**src/rtl/vram_pkg.sv**
```systemverilog
// Shared definitions for the VRAM arbiter: CPU FSM encoding, screen geometry defaults
// and the video-slot decode used by both the arbiter and the address generator.
package vram_pkg;

    typedef enum logic [1:0] {
        ST_IDLE  = 2'd0,
        ST_ISSUE = 2'd1,
        ST_DONE  = 2'd2
    } cpu_state_e;

    localparam logic [15:0] SCREEN_BASE_DEF = 16'h7000;
    localparam int          COLS_DEF        = 100;
    localparam int          ROW_H_DEF       = 10;

    // One character fetch every 8 pixels inside the visible window.
    function automatic logic video_slot(input logic [10:0] cx, input logic [10:0] cy,
                                        input int vis_w, input int vis_h);
        return (cx[2:0] == 3'd0) && (int'(cx) < vis_w) && (int'(cy) < vis_h);
    endfunction

endpackage

```
**src/rtl/vram_addr_gen.sv**
```systemverilog
// Character-cell address generator: walks char_addr along a row, reloads it from
// row_base at the end of each visible line and advances row_base once per character row.
module vram_addr_gen
    import vram_pkg::*;
#(
    parameter int                ADDR_W      = 16,
    parameter logic [ADDR_W-1:0] SCREEN_BASE = ADDR_W'(SCREEN_BASE_DEF),
    parameter int                COLS        = COLS_DEF,
    parameter int                ROW_H       = ROW_H_DEF,
    parameter int                VIS_W       = 800,
    parameter int                VIS_H       = 600
) (
    input  logic              clk,
    input  logic              rst_n,
    input  logic [10:0]       counter_x_i,
    input  logic [10:0]       counter_y_i,
    input  logic              slot_i,
    output logic [ADDR_W-1:0] fetch_addr_o,
    output logic [3:0]        char_line_o
);

    localparam logic [ADDR_W-1:0] ONE_A  = ADDR_W'(1);
    localparam logic [ADDR_W-1:0] COLS_A = ADDR_W'(COLS);
    localparam logic [3:0]        LAST_L = 4'(ROW_H - 1);

    logic [ADDR_W-1:0] char_addr_q, char_addr_d;
    logic [ADDR_W-1:0] row_base_q, row_base_d;
    logic [3:0]        char_line_q, char_line_d;
    logic [ADDR_W-1:0] row_next_s;
    logic [3:0]        line_next_s;
    logic              frame_start_s;
    logic              line_end_s;

    assign frame_start_s = (counter_x_i == 11'd0) && (counter_y_i == 11'd0);
    assign line_end_s    = (int'(counter_x_i) == VIS_W) && (int'(counter_y_i) < VIS_H);

    // The first fetch of a frame must already use SCREEN_BASE, whatever the last frame left behind.
    assign fetch_addr_o = frame_start_s ? SCREEN_BASE : char_addr_q;
    assign char_line_o  = char_line_q;

    // Row/scanline advance taken at the end of each visible line.
    always_comb begin
        if (char_line_q == LAST_L) begin
            row_next_s  = row_base_q + COLS_A;
            line_next_s = 4'd0;
        end else begin
            row_next_s  = row_base_q;
            line_next_s = char_line_q + 4'd1;
        end
    end

    // Next-state selection: frame start beats line end, which beats the per-slot increment.
    always_comb begin
        char_addr_d = char_addr_q;
        row_base_d  = row_base_q;
        char_line_d = char_line_q;
        if (frame_start_s) begin
            row_base_d  = SCREEN_BASE;
            char_line_d = 4'd0;
            char_addr_d = slot_i ? (SCREEN_BASE + ONE_A) : SCREEN_BASE;
        end else if (line_end_s) begin
            char_addr_d = row_next_s;
            row_base_d  = row_next_s;
            char_line_d = line_next_s;
        end else if (slot_i) begin
            char_addr_d = char_addr_q + ONE_A;
        end else begin
            char_addr_d = char_addr_q;
        end
    end

    // Address generator state registers.
    always_ff @(posedge clk or negedge rst_n) begin
        if (!rst_n) begin
            char_addr_q <= SCREEN_BASE;
            row_base_q  <= SCREEN_BASE;
            char_line_q <= 4'd0;
        end else begin
            char_addr_q <= char_addr_d;
            row_base_q  <= row_base_d;
            char_line_q <= char_line_d;
        end
    end

endmodule

```
**src/rtl/vram_arbiter.sv**
```systemverilog
// Shares one synchronous VRAM port between the character fetcher (always wins) and a CPU.
// Build option VRAM_ARB_BLANK_ONLY_EN limits CPU accesses to the blanking intervals.
module vram_arbiter
    import vram_pkg::*;
#(
    parameter int                ADDR_W      = 16,
    parameter logic [ADDR_W-1:0] SCREEN_BASE = ADDR_W'(SCREEN_BASE_DEF),
    parameter int                COLS        = COLS_DEF,
    parameter int                ROW_H       = ROW_H_DEF,
    parameter int                VIS_W       = 800,
    parameter int                VIS_H       = 600
) (
    input  logic              clk,
    input  logic              rst_n,
    input  logic [10:0]       counter_x,
    input  logic [10:0]       counter_y,
    input  logic              cpu_req,
    input  logic              cpu_we,
    input  logic [ADDR_W-1:0] cpu_addr,
    input  logic [7:0]        cpu_wdata,
    output logic              cpu_ack,
    output logic [7:0]        cpu_rdata,
    output logic              mem_en,
    output logic              mem_we,
    output logic [ADDR_W-1:0] mem_addr,
    output logic [7:0]        mem_wdata,
    input  logic [7:0]        mem_rdata,
    output logic [7:0]        char_code,
    output logic              char_valid,
    output logic [3:0]        char_line
);

    cpu_state_e        state_q, state_d;
    logic              slot_s;
    logic              cpu_ok_s;
    logic              issue_s;
    logic [ADDR_W-1:0] fetch_addr_s;
    logic              vid_pend_q;
    logic              char_valid_q;
    logic [7:0]        char_code_q;
    logic              cpu_ack_q;
    logic [7:0]        cpu_rdata_q;
    logic              cpu_we_q;

    assign slot_s = video_slot(counter_x, counter_y, VIS_W, VIS_H);

`ifdef VRAM_ARB_BLANK_ONLY_EN
    logic blank_s;
    assign blank_s  = (int'(counter_x) >= VIS_W) || (int'(counter_y) >= VIS_H);
    assign cpu_ok_s = blank_s && !slot_s;
`else
    assign cpu_ok_s = !slot_s;
`endif

    assign issue_s = (state_q == ST_IDLE) && cpu_req && cpu_ok_s;

    vram_addr_gen #(
        .ADDR_W      (ADDR_W),
        .SCREEN_BASE (SCREEN_BASE),
        .COLS        (COLS),
        .ROW_H       (ROW_H),
        .VIS_W       (VIS_W),
        .VIS_H       (VIS_H)
    ) u_addr_gen (
        .clk          (clk),
        .rst_n        (rst_n),
        .counter_x_i  (counter_x),
        .counter_y_i  (counter_y),
        .slot_i       (slot_s),
        .fetch_addr_o (fetch_addr_s),
        .char_line_o  (char_line)
    );

    // CPU access FSM: IDLE -> ISSUE -> DONE -> IDLE, never aborted once issued.
    always_comb begin
        state_d = state_q;
        case (state_q)
            ST_IDLE: begin
                if (issue_s) state_d = ST_ISSUE;
                else         state_d = ST_IDLE;
            end
            ST_ISSUE: state_d = ST_DONE;
            ST_DONE:  state_d = ST_IDLE;
            default:  state_d = ST_IDLE;
        endcase
    end

    // Memory port mux; the bus is forced quiet while reset is held.
    always_comb begin
        mem_en    = 1'b0;
        mem_we    = 1'b0;
        mem_addr  = {ADDR_W{1'b0}};
        mem_wdata = 8'd0;
        if (!rst_n) begin
            mem_en = 1'b0;
        end else if (slot_s) begin
            mem_en   = 1'b1;
            mem_addr = fetch_addr_s;
        end else if (issue_s) begin
            mem_en    = 1'b1;
            mem_we    = cpu_we;
            mem_addr  = cpu_addr;
            mem_wdata = cpu_wdata;
        end else begin
            mem_en = 1'b0;
        end
    end

    // Pipeline registers: RAM data returns in the cycle after issue and is registered once more.
    always_ff @(posedge clk or negedge rst_n) begin
        if (!rst_n) begin
            state_q      <= ST_IDLE;
            vid_pend_q   <= 1'b0;
            char_valid_q <= 1'b0;
            char_code_q  <= 8'd0;
            cpu_ack_q    <= 1'b0;
            cpu_rdata_q  <= 8'd0;
            cpu_we_q     <= 1'b0;
        end else begin
            state_q      <= state_d;
            vid_pend_q   <= slot_s;
            char_valid_q <= vid_pend_q;
            cpu_ack_q    <= (state_q == ST_ISSUE);
            if (vid_pend_q) char_code_q <= mem_rdata;
            if (issue_s) cpu_we_q <= cpu_we;
            if ((state_q == ST_ISSUE) && !cpu_we_q) cpu_rdata_q <= mem_rdata;
        end
    end

    assign cpu_ack    = cpu_ack_q;
    assign cpu_rdata  = cpu_rdata_q;
    assign char_valid = char_valid_q;
    assign char_code  = char_code_q;

endmodule

```
**config.mk**
```make
export PLATFORM = sky130hd
export DESIGN_NAME = vram_arbiter
export DESIGN_NICKNAME = d
export VERILOG_FILES = /design/src/rtl/vram_pkg.sv /design/src/rtl/vram_addr_gen.sv /design/src/rtl/vram_arbiter.sv
export SDC_FILE = /design/constraint.sdc
export NUM_CORES = 1
export LEC_CHECK = 0
export CAP_MARGIN = 20
export CORE_MARGIN = 2
export CORE_UTILIZATION = 49
export CTS_BUF_LIST = sky130_fd_sc_hd__clkbuf_4 sky130_fd_sc_hd__clkbuf_8
export CTS_CLUSTER_SIZE = 12
export DETAILED_ROUTE_END_ITERATION = 7
export PLACE_DENSITY = 0.83
export SYNTH_ARGS = -nofsm -noshare
export SYNTH_HDL_FRONTEND = slang
export SYNTH_HIERARCHICAL = 1
export SYNTH_SLANG_ARGS = --single-unit
export TNS_END_PERCENT = 30
```
**constraint.sdc**
```tcl
create_clock -name clk -period 3.1 [get_ports clk]
set_clock_uncertainty 0.1 [all_clocks]
set_input_delay 0.775 -clock clk [delete_from_list [all_inputs] [get_ports clk]]
set_output_delay 0.775 -clock clk [all_outputs]
set_load 0.02 [all_outputs]
```
# == Word-level counts from Yosys, hierarchy flattened ==
# Index checks and enable logic that the tools add are counted.
# classes
n_addsub,3
magnitude_cmp,2
n_eq_ne,3
muxes,25
reduce_logical,15
# op_table
cell,count
$mux W16,10
$mux W8,3
$logic_not A11 Y1,2
$lt A11 B10 Y1 const B,2
$add A16 B1 Y16 const B,1
$add A16 B7 Y16 const B,1
$mux W4,3
$eq A11 B11 Y1 const B,1
$mux W1,8
$logic_and A1 B1 Y1,7
$add A4 B1 Y4 const B,1
$eq A4 B4 Y1 const B,1
$pmux W2 S2,1
$logic_not A3 Y1,1
$reduce_bool A3 Y1,1
$eq A2 B1 Y1 const B,1
$logic_not A1 Y1,2
$logic_not A2 Y1,1
$reduce_bool A2 Y1,1
# totals
reg_bits,58
output_inout_bits,48

# == Depth between registers and ports, before layout ==
# Gate-level depths: netlist of run 1.
# depth
depth_word,8
mapped_depth,10
ltp_nobuf,9

# == By module ==
# Netlist of run 1, hierarchy kept.
# modules_own_cells
module,n_inst,cells_per_inst,area_each_um2,seq_area_each_um2
vram_addr_gen,1,256,2263.4,858.3
vram_arbiter,1,124,1211.2,525.5

# == Least setup slack after synthesis of run 1 ==
# Ideal clock, no wire load.
# synth_path
kind,input-to-output
from,input port counter_y[10]
to,output port mem_addr[12]
arrival_ns,2.422
required_time_ns,2.225
setup_slack_ns,-0.197
path_stages,7
path_buffers,1
cell_sequence,nor4_4 > nand3_1 > nor2_2 > clkbuf_1 > or2_2 > nand2_1 > o21ai_1
# synth_between
elab_cells_between_ends,10
# synth_rtl
item,line,rtl
start: declaration,vram_arbiter.sv:16,"input logic [10:0] counter_y,"
$logic_not A11 Y1,vram_addr_gen.sv:34,assign frame_start_s = (counter_x_i == 11'd0) && (counter_y_i == 11'd0);
$logic_and A1 B1 Y1,vram_addr_gen.sv:34,
$mux W16,vram_addr_gen.sv:38,assign fetch_addr_o = frame_start_s ? SCREEN_BASE : char_addr_q;
via fetch_addr_s[12],vram_arbiter.sv:37,logic [ADDR_W-1:0] fetch_addr_s;
$mux W16,vram_arbiter.sv:96,end else if (slot_s) begin
$mux W16,vram_arbiter.sv:94,if (!rst_n) begin
end: declaration,vram_arbiter.sv:25,"output logic [ADDR_W-1:0] mem_addr,"
# The timed path passes the listed nets, and every way through them passes these cells.

# == Final worst setup path of run 1 ==
# layout_path
from,input port counter_x[6]
to,output port mem_wdata[5]
# layout_between
elab_chain_len,8
# layout_rtl
item,line,rtl
start: declaration,vram_arbiter.sv:15,"input logic [10:0] counter_x,"
$lt A11 B10 Y1 (*),vram_pkg.sv:18,return (cx[2:0] == 3'd0) && (int'(cx) < vis_w) && (int'(cy) < vis_h);
$logic_and A1 B1 Y1 (*) (2 in a row),vram_pkg.sv:18,
$logic_not A1 Y1,vram_arbiter.sv:52,assign cpu_ok_s = !slot_s;
$logic_and A1 B1 Y1,vram_arbiter.sv:55,assign issue_s = (state_q == ST_IDLE) && cpu_req && cpu_ok_s;
$mux W8,vram_arbiter.sv:99,end else if (issue_s) begin
$mux W8 (*),vram_arbiter.sv:96,
$mux W8 (*),vram_arbiter.sv:94,
end: declaration,vram_arbiter.sv:26,"output logic [7:0] mem_wdata,"
# Mark *: on every way between the ends. The rest lies on a longest branch, timed or not.

==> results of run 1 <==
==> cell usage in the layout (no fill, tap or decap), types with 6 or more instances in the layout <==
cell / synthesis / layout
clkdlybuf4s50_1: 0 / 56
dfrtp_1: 49 / 49
buf_4: 0 / 40
nor2_1: 35 / 33
nand2_1: 32 / 31
xnor2_1: 26 / 26
mux2_2: 17 / 17
o211ai_1: 16 / 16
and3_1: 16 / 16
clkbuf_2: 1 / 14
o21ai_2: 1 / 12
nor2b_1: 13 / 12
o21ai_0: 14 / 12
buf_2: 6 / 12
buf_6: 4 / 11
xor2_1: 11 / 11
nand3_1: 12 / 10
nand4_1: 9 / 9
inv_1: 8 / 8
a211oi_1: 8 / 8
o21ai_1: 16 / 7
nor4_1: 8 / 7
dfstp_2: 6 / 6
==> through the flow <==
step	total power, mW	TNS, ns	util, %	hold slack (ns)	std cells
after global routing	1.97	-0.468	72.4	0.364	604
after detailed placement	1.49	-20.67	70.3	0.370	591
final	1.88	0	72.4	0.356	604
after global placement	1.47	-18.34	70.3	0.366	591
after CTS	1.89	-0.00641	71.7	0.345	602
after floorplan	1.14	0	-	0.252	380
==> what timing repair did <==
action,in CTS,in global routing
gates resized for setup,166,53
endpoints found under the setup margin,26,26
buffers inserted,1,2
cloned,2,0
hold buffers,0,0
pin swaps,14,14
==> final cells by class <==
class,count,area (um2)
timing repair buffer,143,1250
inverter,8,30.0
multi-input combinational,294,2070
sequential,55,1380
clock inverter,3,22.5
clock buffer,5,68.8
tap,96,120
fill,536,1880
==> where the power goes <==
group          leakage [nW]  switching, mW  internal (mW)
logic                  1.39          0.288          0.318
clock network        0.0485          0.244          0.162
registers             0.699         0.0597          0.809
total                  2.14          0.592           1.29
==> cell families after synthesis <==
kind of cell               synth area share, %
xor gates and xnor gates                  9.33
adders and majority gates                 1.44
DFF                                       39.8
and+or+nand+nor                           23.8
AOI/OAI and AO/OA                         14.5
buffers and inverters                     4.46
muxes                                     6.66
==> how the worst max path moves through the flow <==
stage / start / to / slack, ns / cells after the start
2_1_floorplan: counter_y[10] / mem_addr[12] / 0.03 / 7
6_report: counter_x[6] / mem_wdata[5] / 0.01 / 7
3_3_place_gp: counter_y[10] / mem_addr[13] / -0.67 / 8
5_1_grt: counter_x[6] / mem_wdata[7] / -0.04 / 7
4_1_cts: counter_y[1] / mem_addr[7] / -0.003 / 10
3_5_place_dp: counter_y[10] / mem_addr[0] / -0.75 / 8
==> flip-flops by register name, summed over array words and instances (netlist names), 4 cells and up <==
name                    count
char_code                   8
cpu_rdata                   8
u_addr_gen/char_addr_q     16
u_addr_gen/char_line_o      4
u_addr_gen/row_base_q      14
==> layer usage <==
metal | up-vias | track usage (%)
li1 | 1612 | -
met1 | 1576 | 32.5
met2 | 148 | 44.9
met3 | 12 | 3.68
met4 | 0 | 7.02
met5 | - | 0
==> critical path, delay by kind of cell <==
kind                   cells  cell delay [ns]
AND/OR/NAND/NOR            2             0.47
AO/OA/AOI/OAI              2             0.42
buffers and inverters      3             0.53
==> metrics.md, run 1 <==
| Metric | Value |
|---|---|
| Min cycle time layout | `3.09 ns` |
| Largest net degree at the start of global routing | `48` |
| Post-synthesis cell count | `380` |
| CP max-delay cell | `or2_4` |
| Met2 WL | `4800 um` |
| Worst skew pair latency | `0.32 ns` |
| Die area | `7780 um2` |
| Metal3 WL | `803 um` |
| Count of cell types in the netlist | `52` |
| First-pass detailed-route iteration total | `4` |
| Total gr overflow | `0` |
| VDD IR-drop max | `0.339 mV` |
| Asr flop ratio synth | `100%` |
| Synth-to-Final Area Change | `42.4%` |
| Crit path kind | `in -> out` |
| Post-route ant nets | `0` |
| Max Transition Viols Final | `0` |
| CP arrival | `2.21 ns` |
| Core area | `6830 um2` |
| Synth top area share | `35.3%` |
| TritonCTS Sinks | `55` |
| Die Y | `88.2 um` |
| # setup viols final | `0` |
| CTS clock-pin slew for the worst setup and hold paths | `0.10 ns` |
| Count leader, synth | `dfrtp_1` |
| Vias/cell | `5.54` |
| Starting Density | `50.9%` |
| Vias | `3,348` |
| Worst path required time | `2.22 ns` |
| Worst-margin pin slew | `0.712 ns` |
| Number of global-route vias before repair | `3,345` |
| Fmax | `324 MHz` |
| Hold Path Class | `in -> async` |
| Clock Tree Buf Depth | `2` |
| Site row count | `30` |
| Period utilisation layout | `99.6%` |
| Critical Path, Cell by Cell | `clkdlybuf4s15_1 -> o311ai_2 -> o21ai_2 -> or2_4 -> buf_12 -> and3_1 -> buf_2` |
| WL met1 | `3940 um` |
| Status | `finished clean` |
| Origin of the critical flop-to-flop path | `u_addr_gen/char_line_o[1]` |
| Flop2flop setup slack | `0.96 ns` |
| Die width | `88.2 um` |
| Reg-to-reg endpoint | `u_addr_gen/row_base_q[14]` |
| Dpl ws | `-0.747 ns` |
| Setup ws final | `0.0112 ns` |
| IO buf count | `105` |
| Post-Route WL | `9710 um` |
| Startpoint types | `input pin` |
| Gpl congestion | `0.949` |
| Top routing layer in use | `met4` |
| Post-synth EDFFs | `0` |
| Cell taking the most area after synthesis | `dfrtp_1` |
| Layout cells sized above 1 | `28.5%` |
| Fin area | `4950 um2` |
| Ys flop type | `dfrtp_1` |
| Synth Net Count | `442` |
| Max-cap viol count | `0` |
| # nets final | `569` |
| Max incr delay on CP | `0.31 ns` |
| Clock root buffer | `clkbuf_8` |
| CTS Buf Count | `5` |
| Placed cell area | `4800 um2` |
| DRC violations left | `0` |
| Antenna violations before repair | `0` |
| FF+latch count, synth | `55` |
| H-tree levels | `2` |
| Drt wl/cell | `16.1 um` |
| Worst rel slew slack | `52.4%` |
| IO Pins | `106` |
| ANT cells | `0` |
| Number of cells on the worst reg-to-reg path | `8` |
| GRT Total Usage | `25.4%` |
| CP Max Fanout | `13` |
| Seq/Total Area, Yosys | `39.8%` |
| Mean post-synth cell area | `9.14 um2` |
| Top post-synthesis cells by area | `dfrtp_1 35%, xnor2_1 6.6%, mux2_2 5.5%` |
| Syn Std Cell Area | `3470 um2` |
| TritonCTS clock tree | `built` |
| Post-synth top cells | `49 x dfrtp_1, 35 x nor2_1, 32 x nand2_1` |
| Final hold viol count | `0` |
| 1st-iter DRT viols | `203` |
| First-pass GRT wire length | `15,600 um` |
| Cell Pwr Density | `380 nW/um2` |
| CP endpoint kind | `primary output` |
| Leakage | `2.14 nW` |
| Total of warnings raised by yosys | `6` |
| Post-DP HPWL | `7250 um` |
(Power assumes the default switching activity.)
==> inputs of run 2 (changes only) <==
--- a/config.mk
+++ b/config.mk
@@ -5,7 +5,6 @@
 export SDC_FILE = /design/constraint.sdc
 export NUM_CORES = 1
 export LEC_CHECK = 0
-export CAP_MARGIN = 20
 export CORE_MARGIN = 2
 export CORE_UTILIZATION = 49
 export CTS_BUF_LIST = sky130_fd_sc_hd__clkbuf_4 sky130_fd_sc_hd__clkbuf_8
==> results of run 2 <==
No change in the layout: final DEF, timing and power equal those of run 1.
